==> config.mk <==
export PLATFORM = sky130hd
export DESIGN_NAME = reorder_buffer
export DESIGN_NICKNAME = d
export VERILOG_FILES = /design/src/rtl/reorder_buffer.sv
export SDC_FILE = /design/constraint.sdc
export NUM_CORES = 1
export LEC_CHECK = 0
export ABC_CLOCK_PERIOD_IN_PS = 3300
export CAP_MARGIN = 30
export CORE_MARGIN = 2
export CORE_UTILIZATION = 25
export CTS_BUF_LIST = sky130_fd_sc_hd__clkbuf_4 sky130_fd_sc_hd__clkbuf_8 sky130_fd_sc_hd__clkbuf_16
export CTS_CLUSTER_DIAMETER = 40
export DETAILED_ROUTE_END_ITERATION = 10
export PLACE_DENSITY = 0.44
export SYNTH_ARGS = -nofsm -noshare
export SYNTH_HDL_FRONTEND = slang
export SYNTH_SLANG_ARGS = --single-unit
==> constraint.sdc <==
create_clock -name clk -period 3.3 [get_ports clk]
set_clock_uncertainty 0.05 [all_clocks]
set_input_delay 0.66 -clock clk [delete_from_list [all_inputs] [get_ports clk]]
set_output_delay 0.66 -clock clk [all_outputs]
set_load 0.02 [all_outputs]
==> src/rtl/reorder_buffer.sv <==
// reorder_buffer: in-order retirement buffer with CDB capture and readyregs derivation.
// Define ROB_COMMIT_BYPASS_EN to let a CDB hit on the head entry retire at the same edge.
module reorder_buffer #(
   parameter int DEPTH = 16,
   parameter int NREGS = 16
) (
   input  logic             clk,
   input  logic             rst,
   input  logic             alloc_valid,
   input  logic [3:0]       alloc_dest,
   input  logic             alloc_wen,
   output logic             alloc_ready,
   output logic [3:0]       alloc_robid,
   input  logic             cdbtransmit,
   input  logic [3:0]       cdbid,
   input  logic [7:0]       cdbval,
   output logic             commit_valid,
   output logic             commit_wen,
   output logic [3:0]       commit_reg,
   output logic [7:0]       commit_val,
   output logic [3:0]       commit_robid,
   output logic [NREGS-1:0] readyregs,
   output logic [4:0]       occupancy
);
   localparam int AW = (DEPTH > 1) ? $clog2(DEPTH) : 1;
   logic [DEPTH-1:0] busy, done, wen;
   logic [3:0]       dest [DEPTH];
   logic [7:0]       val  [DEPTH];
   logic [AW-1:0]    head, tail, ci;
   logic [4:0]       count;
   logic             acc, hit, byp, cmt;

   assign ci          = cdbid[AW-1:0];
   assign alloc_ready = count != 5'(DEPTH);
   assign alloc_robid = 4'(tail);
   assign occupancy   = count;
   assign acc         = alloc_valid & alloc_ready;
   // The entry at tail is never busy when accepting, so a CDB aimed at it is dropped here.
   assign hit         = cdbtransmit & busy[ci] & ~done[ci];
`ifdef ROB_COMMIT_BYPASS_EN
   assign byp         = hit & (ci == head);
`else
   assign byp         = 1'b0;
`endif
   assign cmt         = (busy[head] & done[head]) | byp;

   always_ff @(posedge clk or negedge rst) begin
      if (!rst) begin
         busy         <= '0;
         done         <= '0;
         wen          <= '0;
         head         <= '0;
         tail         <= '0;
         count        <= '0;
         commit_valid <= 1'b0;
         commit_wen   <= 1'b0;
         commit_reg   <= '0;
         commit_val   <= '0;
         commit_robid <= '0;
      end else begin
         if (acc) begin
            busy[tail] <= 1'b1;
            done[tail] <= 1'b0;
            wen[tail]  <= alloc_wen;
            tail       <= tail + 1'b1;
         end
         if (hit & ~byp)
            done[ci] <= 1'b1;
         commit_valid <= cmt;
         if (cmt) begin
            busy[head]   <= 1'b0;
            done[head]   <= 1'b0;
            commit_wen   <= wen[head];
            commit_reg   <= dest[head];
            commit_val   <= done[head] ? val[head] : cdbval;
            commit_robid <= 4'(head);
            head         <= head + 1'b1;
         end
         count <= count + 5'(acc) - 5'(cmt);
      end
   end

   // Payload storage needs no reset; busy/done qualify every read.
   always_ff @(posedge clk) begin
      if (acc)
         dest[tail] <= alloc_dest;
      if (hit & ~byp)
         val[ci] <= cdbval;
   end

   always_comb begin
      readyregs = '1;
      for (int r = 0; r < NREGS; r++)
         for (int e = 0; e < DEPTH; e++)
            if (busy[e] & wen[e] & (dest[e] == 4'(r)))
               readyregs[r] = 1'b0;
   end
endmodule

# --- Word level (Yosys, flattened, before mapping) ---
# Memories as Yosys holds them, arrays and structs flattened. A register that Yosys moved wholly into a read port is not among the register bits.
# Index checks and enable logic that the tools add are counted.
# Widths: inputs -> output; s select.
totals:
  elab_cells: 849
  ram_bits: 192
  inputBits: 21
  mem_count: 2
  out_inout_bits: 44
  regBits: 67
memory_table:
  columns: ["memory", "depth", "word_bits", "read_ports", "rd_ports_with_merged_regs", "write_ports", "line_no", "text"]
  rows:
  - ["val", 16, 8, 1, 1, 1, "28", "logic [7:0] val [DEPTH];"]
  - ["dest", 16, 4, 17, 1, 1, "27", "logic [3:0] dest [DEPTH];"]
classes:
  n_eq_ne: 241
  mux: 282
  n_addsub: 4
  reduce_logical: 21
  n_lt_le_gt_ge: 6
  bitwise_logic: 284
op_table:
  columns: ["cell", "n"]
  rows:
  - ["$eq 4x4->1 const B", 128]
  - ["$and 1x1->1", 276]
  - ["$mux 1", 268]
  - ["$eq 4x3->1 const B", 64]
  - ["$eq 4x2->1 const B", 32]
  - ["$mux 16", 5]
  - ["$eq 4x1->1 const B", 16]
  - ["$logic_not 4->1", 16]
  - ["$and 16x16->16", 3]
  - ["$not 16->16", 2]
  - ["$or 16x16->16", 2]
  - ["$bmux 1 s4", 5]
  - ["$bwmux 16", 1]
  - ["$lt 4x5->1 const B", 3]
  - ["$demux 1 s4", 3]
  - ["$ge 4x1->1 const B", 3]
  - ["$add 4x1->4 const B", 2]
  - ["$add 5x1->5", 1]
  - ["$ne 5x5->1 const B", 1]
  - ["$sub 5x1->5", 1]
  - ["$logic_and 1x1->1", 3]
  - ["$logic_not 1->1", 2]
  - ["$not 1->1", 1]

# --- Logic depth before layout (Yosys ltp) ---
# Gate-level depths: netlist of the first run.
# An unclocked memory read counts as a cell.
logic_depth:
  word_depth: 19
  ltp_mapped: 18
  ltp_nobuf: 15

# --- Worst setup path after synthesis of the first run ---
# Ideal clock, no wire load.
synth_path:
  path_kind: "flip-flop to flip-flop"
  from: "register busy[0]"
  to: "register count[4], in the netlist occupancy[4]"
  setup_ps: 125
  arrival_time_ps: 3120
  synth_period_minus_slack_ps: 3295
  t_required_ps: 3125
  path_stages_with_launch: 19
  slack_ps: 5
  path_buffers: 3
  path_cell_list: "dfrtp_1 clkbuf_1 and2_0 mux4_2 a2bb2oi_2 nor2b_1 buf_2 buf_6 inv_1 ha_1 inv_1 ha_1 inv_1 fa_1 inv_1 a21oi_1 nor2_1 nor2_1 xnor2_1"
synth_between:
  elab_chain_len: 4
synth_rtl:
  columns: ["item", "line_no", "text"]
  rows:
  - ["start: declaration", "26", "logic [DEPTH-1:0] busy, done, wen;"]
  - ["start signal: assignment", "49", "busy <= '0;"]
  - ["start signal: indexed assignment", "62", "busy[tail] <= 1'b1;"]
  - ["start signal: indexed assignment", "71", "busy[head] <= 1'b0;"]
  - ["$bmux 1 s4", "45", "assign cmt = (busy[head] & done[head]) | byp;"]
  - ["$mux 1 (not written as such)", "45", null]
  - ["$and 1x1->1", "45", null]
  - ["named net cmt", "31", "logic acc, hit, byp, cmt;"]
  - ["$sub 5x1->5", "79", "count <= count + 5'(acc) - 5'(cmt);"]
  - ["end signal: assignment", "79", null]
  - ["end: declaration", "30", "logic [4:0] count;"]
# The timed path passes the listed nets, and every way through them passes these cells. The select of a mux whose other input is x is not followed.
# A chain may end at the register's enable or synchronous reset.

# --- Worst setup path after layout of the first run ---
layout_path:
  from: "register wen[11]"
  to: "output port readyregs[13]"
layout_between:
  elab_chain_len: 7
layout_rtl:
  columns: ["item", "line_no", "text"]
  rows:
  - ["start: declaration", "26", null]
  - ["start signal: indexed assignment", "64", "wen[tail] <= alloc_wen;"]
  - ["$and 1x1->1 (2 in series)", "95", "if (busy[e] & wen[e] & (dest[e] == 4'(r)))"]
  - ["$mux 1 (5 in series)", "95", null]
  - ["end: declaration", "22", "output logic [NREGS-1:0] readyregs,"]
# Every way passes these cells.

==> qor.csv, run 1 <==
stage,metric,value,unit
die,core area,0.0549,mm^2
run_status,outcome,"complete, no violations",
place,placed cells,1979,
cells_and_area,Nets,1423,
critical_path,Critical Path End Type,primary output,
yosys,mean post-synth cell area,12.2,um^2
critical_path,RR Endpoint,occupancy[4],
die,row count,86,
critical_path,Worst R2R Start,busy[0],
routing,initial DRC count,1105,
sta,Pins Over Slew Limit,0,
hold_path,WHS Endpoint,commit_robid[2],
cells_and_area,share of cells above drive strength 1,0.324,
place,DPL Wire Length,44500,um
routing,DRT Pass-1 Iters,5,
cells_and_area,Regs by FF count,"val x128, dest x64",
cts,# H-tree levels,2,
cells_and_area,largest register by flop count,val,
cts,CTS Root Buffer Type,clkbuf_16,
cts,Num CTS Buffers,45,
hold_path,Hold Path Origin,commit_robid[2],
routing,WL per Instance,27.7,um
critical_path,kind of critical path,register to primary output,
yosys,synthesized flop and latch total,271,
sta,slew at the pin closest to its max-slew limit,0.929,ns
critical_path,CP max stage cell,or4_1,
yosys,register area share after synthesis,0.560,
sta,Final Hold Slack,0.425,ns
cells_and_area,max reg flops,128,
yosys,synth warn,0,
global_routing,vias in the first global route,11700,
die,Die ar.,0.0572,mm^2
yosys,syn nets,1166,
die,IO Pins,65,
power_and_ir_drop,Lkg Pwr,6.88,nW
routing,routed vias,11400,
power_and_ir_drop,part of the power in registers,0.320,
die,Die Y,239,um
cells_and_area,final cell count without fillers,2128,
critical_path,CP Data Arrival Time,2.53,ns
yosys,asr flop ratio synth,0.292,
power_and_ir_drop,total power,0.0156,W
cells_and_area,Area Overhead vs Synth,34.8,%
power_and_ir_drop,switching part of the total,0.368,
cts,CTS tree,built,
critical_path,Register-to-Register Path Depth,15,
yosys,Synth Instances,1130,
yosys,Synth Cell Area,0.0138,mm^2
hold_path,min-delay worst type,register to register,
global_routing,first-pass GRT wire length,84900,um
cts,clock slew at reported path FFs,0.05,ns
critical_path,CP peak stage delay,0.55,ns
cells_and_area,Diodes inserted,0,
power_and_ir_drop,clock power share,0.310,
cells_and_area,Fillers,5530,
cells_and_area,area of the multi-input gates,0.00600,mm^2
die,die width,239,um
routing,Detail Route Antenna Nets,0,
global_routing,GRT Overall Usage,0.208,
cts,worst-skew pair later-pin latency,0.58,ns
routing,Via density,5.36,
sta,period utilization,0.982,
critical_path,CP required,2.59,ns
cts,CTS sink cnt,271,
routing,residual DRC count,0,
sta,Relative slew margins,0.381,
global_routing,initial antenna violation count,0,
hold_path,Hold Path Cell Cnt,1,
power_and_ir_drop,pwr dens,836,mW/mm^2
power_and_ir_drop,internal power,0.00986,W
sta,Fin. Hold Viols,0,
global_routing,pin count of the biggest net entering global routing,58,
cells_and_area,FF/Latch Area,0.00776,mm^2
place,input/output buffers,64,
power_and_ir_drop,VDD IR-drop max,0.407,mV
sta,fin crit period,3.24,ns
critical_path,CP Cell Sequence,nand4b_1 > buf_4 > o22ai_1 > or4_1 > nor4_2 > buf_2,
flow_run,max-cap violation count,0,
die,Initial Util,0.252,
sta,RSZ-0062 raised after global routing,yes,
sta,Peak Freq,309,MHz
place,GPL Wtd Cong,1.01,
yosys,"Top FF cell, synth",edfxtp_1,
critical_path,crit-path max FO,6,
yosys,Unique masters post-synth,64,
yosys,number of enable flip-flop cells after synthesis,192,
critical_path,r2r setup slk,0.19,ns
power_and_ir_drop,sw power,0.00574,W
cts,clk buf depth,3,
critical_path,Worst Setup Start Kind,register,
sta,final setup violation count,0,
power_and_ir_drop,Comb power frac,0.370,
global_routing,GR Overflow Total,0,
routing,WL final,58900,um
==> layout by cell type, fill, tap and decap left out, types with 8 or more instances in the layout <==
master	count
nand4b_1	25
mux4_2	60
edfxtp_1	192
o21ai_0	9
a21oi_1	19
buf_4	215
a22oi_1	15
nand4_1	19
ha_1	14
nor2_1	50
nand2b_1	27
clkdlybuf4s50_1	47
a32oi_1	9
a2bb2oi_1	28
dfrtp_1	67
dfrtp_2	11
clkbuf_16	45
nor2b_1	14
a221o_1	13
nor3_1	56
o21a_1	8
nor4_2	14
inv_1	29
o22ai_1	45
or4_1	17
nand3_1	33
nand2_1	147
mux2_2	18
==> cells by family (layout without fill, tap and decap cells) <==
kind of cell | after synthesis | in the layout | share of synthesized area
simple gates | 453 | 453 | 0.168
flops | 271 | 271 | 0.560
compound gates | 196 | 196 | 0.107
buf+inv | 103 | 397 | 0.0295
mux | 85 | 85 | 0.118
fa+ha+maj | 15 | 15 | 0.0141
xor+xnor | 7 | 7 | 0.00443
==> worst max-delay path, delay by kind of cell, from the launching register on <==
kind / cells / cell delay (ns)
AOI/OAI and AO/OA: 1 / 0.09
buffers and inverters: 2 / 0.38
and+or+nand+nor: 3 / 1.06
DFF: 1 / 0.43
==> power groups by stage <==
stage               sequential (W)  clock, W  combinational, W
CTS                        0.00499   0.00493           0.00573
global route               0.00509   0.00510           0.00619
floorplan                  0.00487         0           0.00320
finish                     0.00499   0.00483           0.00577
detailed placement         0.00506         0           0.00557
global placement           0.00505         0           0.00559
==> metrics by stage <==
step                utilization  worst slack [ns]  setup TNS (ns)  area, um^2
floorplan                     -           0.00460               0       13800
global route              0.340           -0.0386         -0.0586       18700
detailed placement        0.297            -0.179          -0.318       16300
finish                    0.340            0.0590               0       18700
CTS                       0.336           0.00468               0       18500
global placement          0.297            -0.207          -0.433       16300
==> layout make-up <==
cell class,count,area share
sequential,271,0.416
multi-input combinational,756,0.322
timing repair buffer,281,0.123
clock buffer,53,0.0639
tap,704,0.0472
clock inverter,31,0.0215
inverter,32,0.00671
==> Yosys cell counts, drive strengths merged (21+ instances only) <==
cell | number | area [um^2]
a2bb2oi | 29 | 260
clkbuf | 51 | 191
dfrtp | 79 | 1980
edfxtp | 192 | 5770
inv | 32 | 123
mux2 | 21 | 236
mux4 | 60 | 1350
nand2 | 150 | 563
nand2b | 32 | 200
nand3 | 34 | 170
nand4b | 25 | 219
nor2 | 52 | 195
nor3 | 61 | 305
o22ai | 49 | 313
==> worst max-delay path by stage <==
stage | endpoint | start | slack, ns | depth (start not counted)
floorplan | occupancy[4] | busy[0] | 0.005 | 18
global placement | readyregs[3] | dest[1][1] | -0.21 | 8
detailed placement | readyregs[3] | dest[1][1] | -0.18 | 8
CTS | readyregs[15] | busy[4] | 0.005 | 7
global route | readyregs[1] | wen[13] | -0.04 | 6
finish | readyregs[13] | wen[11] | 0.06 | 6
==> per-layer routing <==
| metal | wire length [um] | track usage | up-vias |
|---|---|---|---|
| li1 | - | - | 4980 |
| met1 | 25400 | 0.273 | 5862 |
| met2 | 27500 | 0.339 | 431 |
| met3 | 2970 | 0.0305 | 132 |
| met4 | 3040 | 0.0966 | 0 |
| met5 | 0 | 0 | - |
==> timing repair <==
item / CTS / global route
resized for setup: 108 / 31
setup endpoints to repair: 16 / 15
hold buffers: 1 / 0
endpoints found under the hold margin: 12 / 0
pin swaps: 21 / 14
buffers inserted: 51 / 14
No activity file was read; power rests on OpenSTA's default activity.
==> run 2, diff against run 1 <==
ABC_CLOCK_PERIOD_IN_PS = 2820   (was 3300)
clock period = 2.82 ns   (was 3.3 ns; I/O delays follow)
==> qor.csv, run 2 (synthesized netlist as in run 1, its figures left out) <==
stage,metric,value,unit
routing,Detail Route Antenna Nets,0,
global_routing,vias in the first global route,12400,
cells_and_area,"most common cell after layout, fill and taps aside",buf_4,
sta,Final Hold Slack,-0.00669,ns
cells_and_area,Diodes inserted,0,
die,IO Pins,65,
die,Die Y,239,um
cts,# H-tree levels,2,
die,core area,0.0549,mm^2
cells_and_area,Area Overhead vs Synth,53.1,%
routing,residual DRC count,0,
global_routing,GR Overflow Total,0,
cts,clk buf depth,3,
cts,clock slew at reported path FFs,0.06,ns
cells_and_area,largest register by flop count,val,
cells_and_area,Nets,1647,
cts,Num CTS Buffers,45,
routing,DRT Pass-1 Iters,7,
place,placed cells,2193,
sta,final setup violation count,16,
die,Die ar.,0.0572,mm^2
place,input/output buffers,64,
critical_path,Worst Setup Start Kind,register,
power_and_ir_drop,pwr dens,917,mW/mm^2
routing,initial DRC count,814,
cells_and_area,post-layout util,0.386,
routing,Via density,5.18,
critical_path,Register-to-Register Path Depth,16,
cells_and_area,share of cells above drive strength 1,0.468,
sta,slew at the pin closest to its max-slew limit,0.934,ns
sta,Peak Freq,315,MHz
routing,WL per Instance,27.2,um
cts,CTS tree,built,
run_status,failing checks,"negative hold slack, negative setup slack",
power_and_ir_drop,VDD IR-drop max,0.480,mV
die,row count,86,
routing,WL final,64000,um
cells_and_area,"commonest cells after routing, fill and taps aside","398 x buf_4, 192 x edfxtp_1, 138 x nand2_1, 69 x dfrtp_1, 60 x mux4_2",
flow_run,max-cap violation count,0,
run_status,outcome,"finished, violations left",
global_routing,initial antenna violation count,0,
sta,Fin. Hold Viols,2,
routing,routed vias,12200,
sta,Relative slew margins,0.377,
sta,period utilization,1.13,
critical_path,CP Data Arrival Time,2.56,ns
die,die width,239,um
sta,PnR worst setup slack,-0.357,ns
global_routing,GRT Overall Usage,0.224,
sta,fin crit period,3.18,ns
critical_path,crit-path max FO,3,
global_routing,first-pass GRT wire length,90300,um
cells_and_area,max reg flops,128,
cells_and_area,final cell count without fillers,2350,
cells_and_area,Finished Cell Area,0.0212,mm^2
place,DPL Wire Length,48700,um
cts,CTS Root Buffer Type,clkbuf_16,
power_and_ir_drop,Lkg Pwr,8.21,nW
critical_path,kind of critical path,register to primary output,
cts,worst-skew pair later-pin latency,0.56,ns
sta,Pins Over Slew Limit,0,
critical_path,Critical Path End Type,primary output,
cts,hold buffer count at cts,0,
cells_and_area,Regs by FF count,"val x128, dest x64",
critical_path,CP required,2.21,ns
place,GPL Wtd Cong,0.995,
die,Initial Util,0.252,
hold_path,min-delay worst type,primary input to async pin,
global_routing,pin count of the biggest net entering global routing,58,
place,Placed Area,0.0180,mm^2
sta,RSZ-0062 raised after global routing,yes,
cts,CTS sink cnt,271,
==> run 2: changes by cell type in the layout (fill, tap and decap cells not counted), sizes merged <==
cell,delta
dlygate4sd3,-1
clkdlybuf4s15,-2
dlygate4sd2,-1
clkinv,-6
bufinv,-3
inv,+2
clkbuf,+3
buf,+230
==> run 2: stage by stage <==
stage	TNS [ns]	setup slack (ns)	power [W]
after detailed placement	-18.13	-0.564	0.0134
after global routing	-3.96	-0.427	0.0204
after CTS	-3.63	-0.395	0.0192
after floorplan	-0.275	-0.222	0.00958
final	-2.72	-0.357	0.0194
after global placement	-17.11	-0.572	0.0134
==> run 2: cell type report <==
| type | instances | area (um^2) |
|---|---|---|
| tap | 704 | 881 |
| timing repair buffer | 505 | 4230 |
| multi-input combinational | 756 | 6670 |
| clock inverter | 24 | 246 |
| clock buffer | 58 | 1270 |
| fill | 5430 | 33700 |
| sequential | 271 | 7760 |
| inverter | 32 | 128 |
==> run 2: critical path, stage by stage (launching register included) <==
cell and delay [ns]:
edfxtp_1 0.46, buf_6 0.16, buf_6 0.10, nand4_1 0.14
buf_4 0.15, buf_6 0.09, nor3_4 0.04, a2111oi_4 0.38
buf_4 0.19, nand3_4 0.06, nor2_4 0.11, buf_6 0.12
==> run 2: report_power, final <==
part | internal [W] | switching [W] | total [W]
Combinational | 0.00396 | 0.00444 | 0.00840
Sequential | 0.00497 | 0.000632 | 0.00561
Clock | 0.00340 | 0.00201 | 0.00542
Total | 0.0123 | 0.00708 | 0.0194
==> run 2: worst paths after layout <==
| path | from | to | slack [ns] |
|---|---|---|---|
| worst max-delay path | dest[13][1] | readyregs[3] | -0.36 |
| max in group asynchronous | rst | busy[1] | 1.99 |
| worst min register to register | commit_robid[2] | commit_robid[2] | 0.44 |
| worst min-delay path | rst | commit_val[2] | -0.007 |
| worst max register to register | busy[0] | occupancy[4] | -0.09 |
| min in group clk | commit_robid[2] | commit_robid[2] | 0.44 |
==> run 2: routing by layer <==
metal	vias to the layer above	global-route usage	routed length (um)
met5	-	0	0
met4	0	0.116	4030
met3	139	0.0273	2760
met2	423	0.375	30300
met1	6185	0.283	26800
li1	5433	-	-
==> run 2: repair_timing <==
item,4_1_cts,5_1_grt
resized for setup,218,96
setup endpoints to repair,19,20
buffers inserted,52,37
pin swaps,49,51
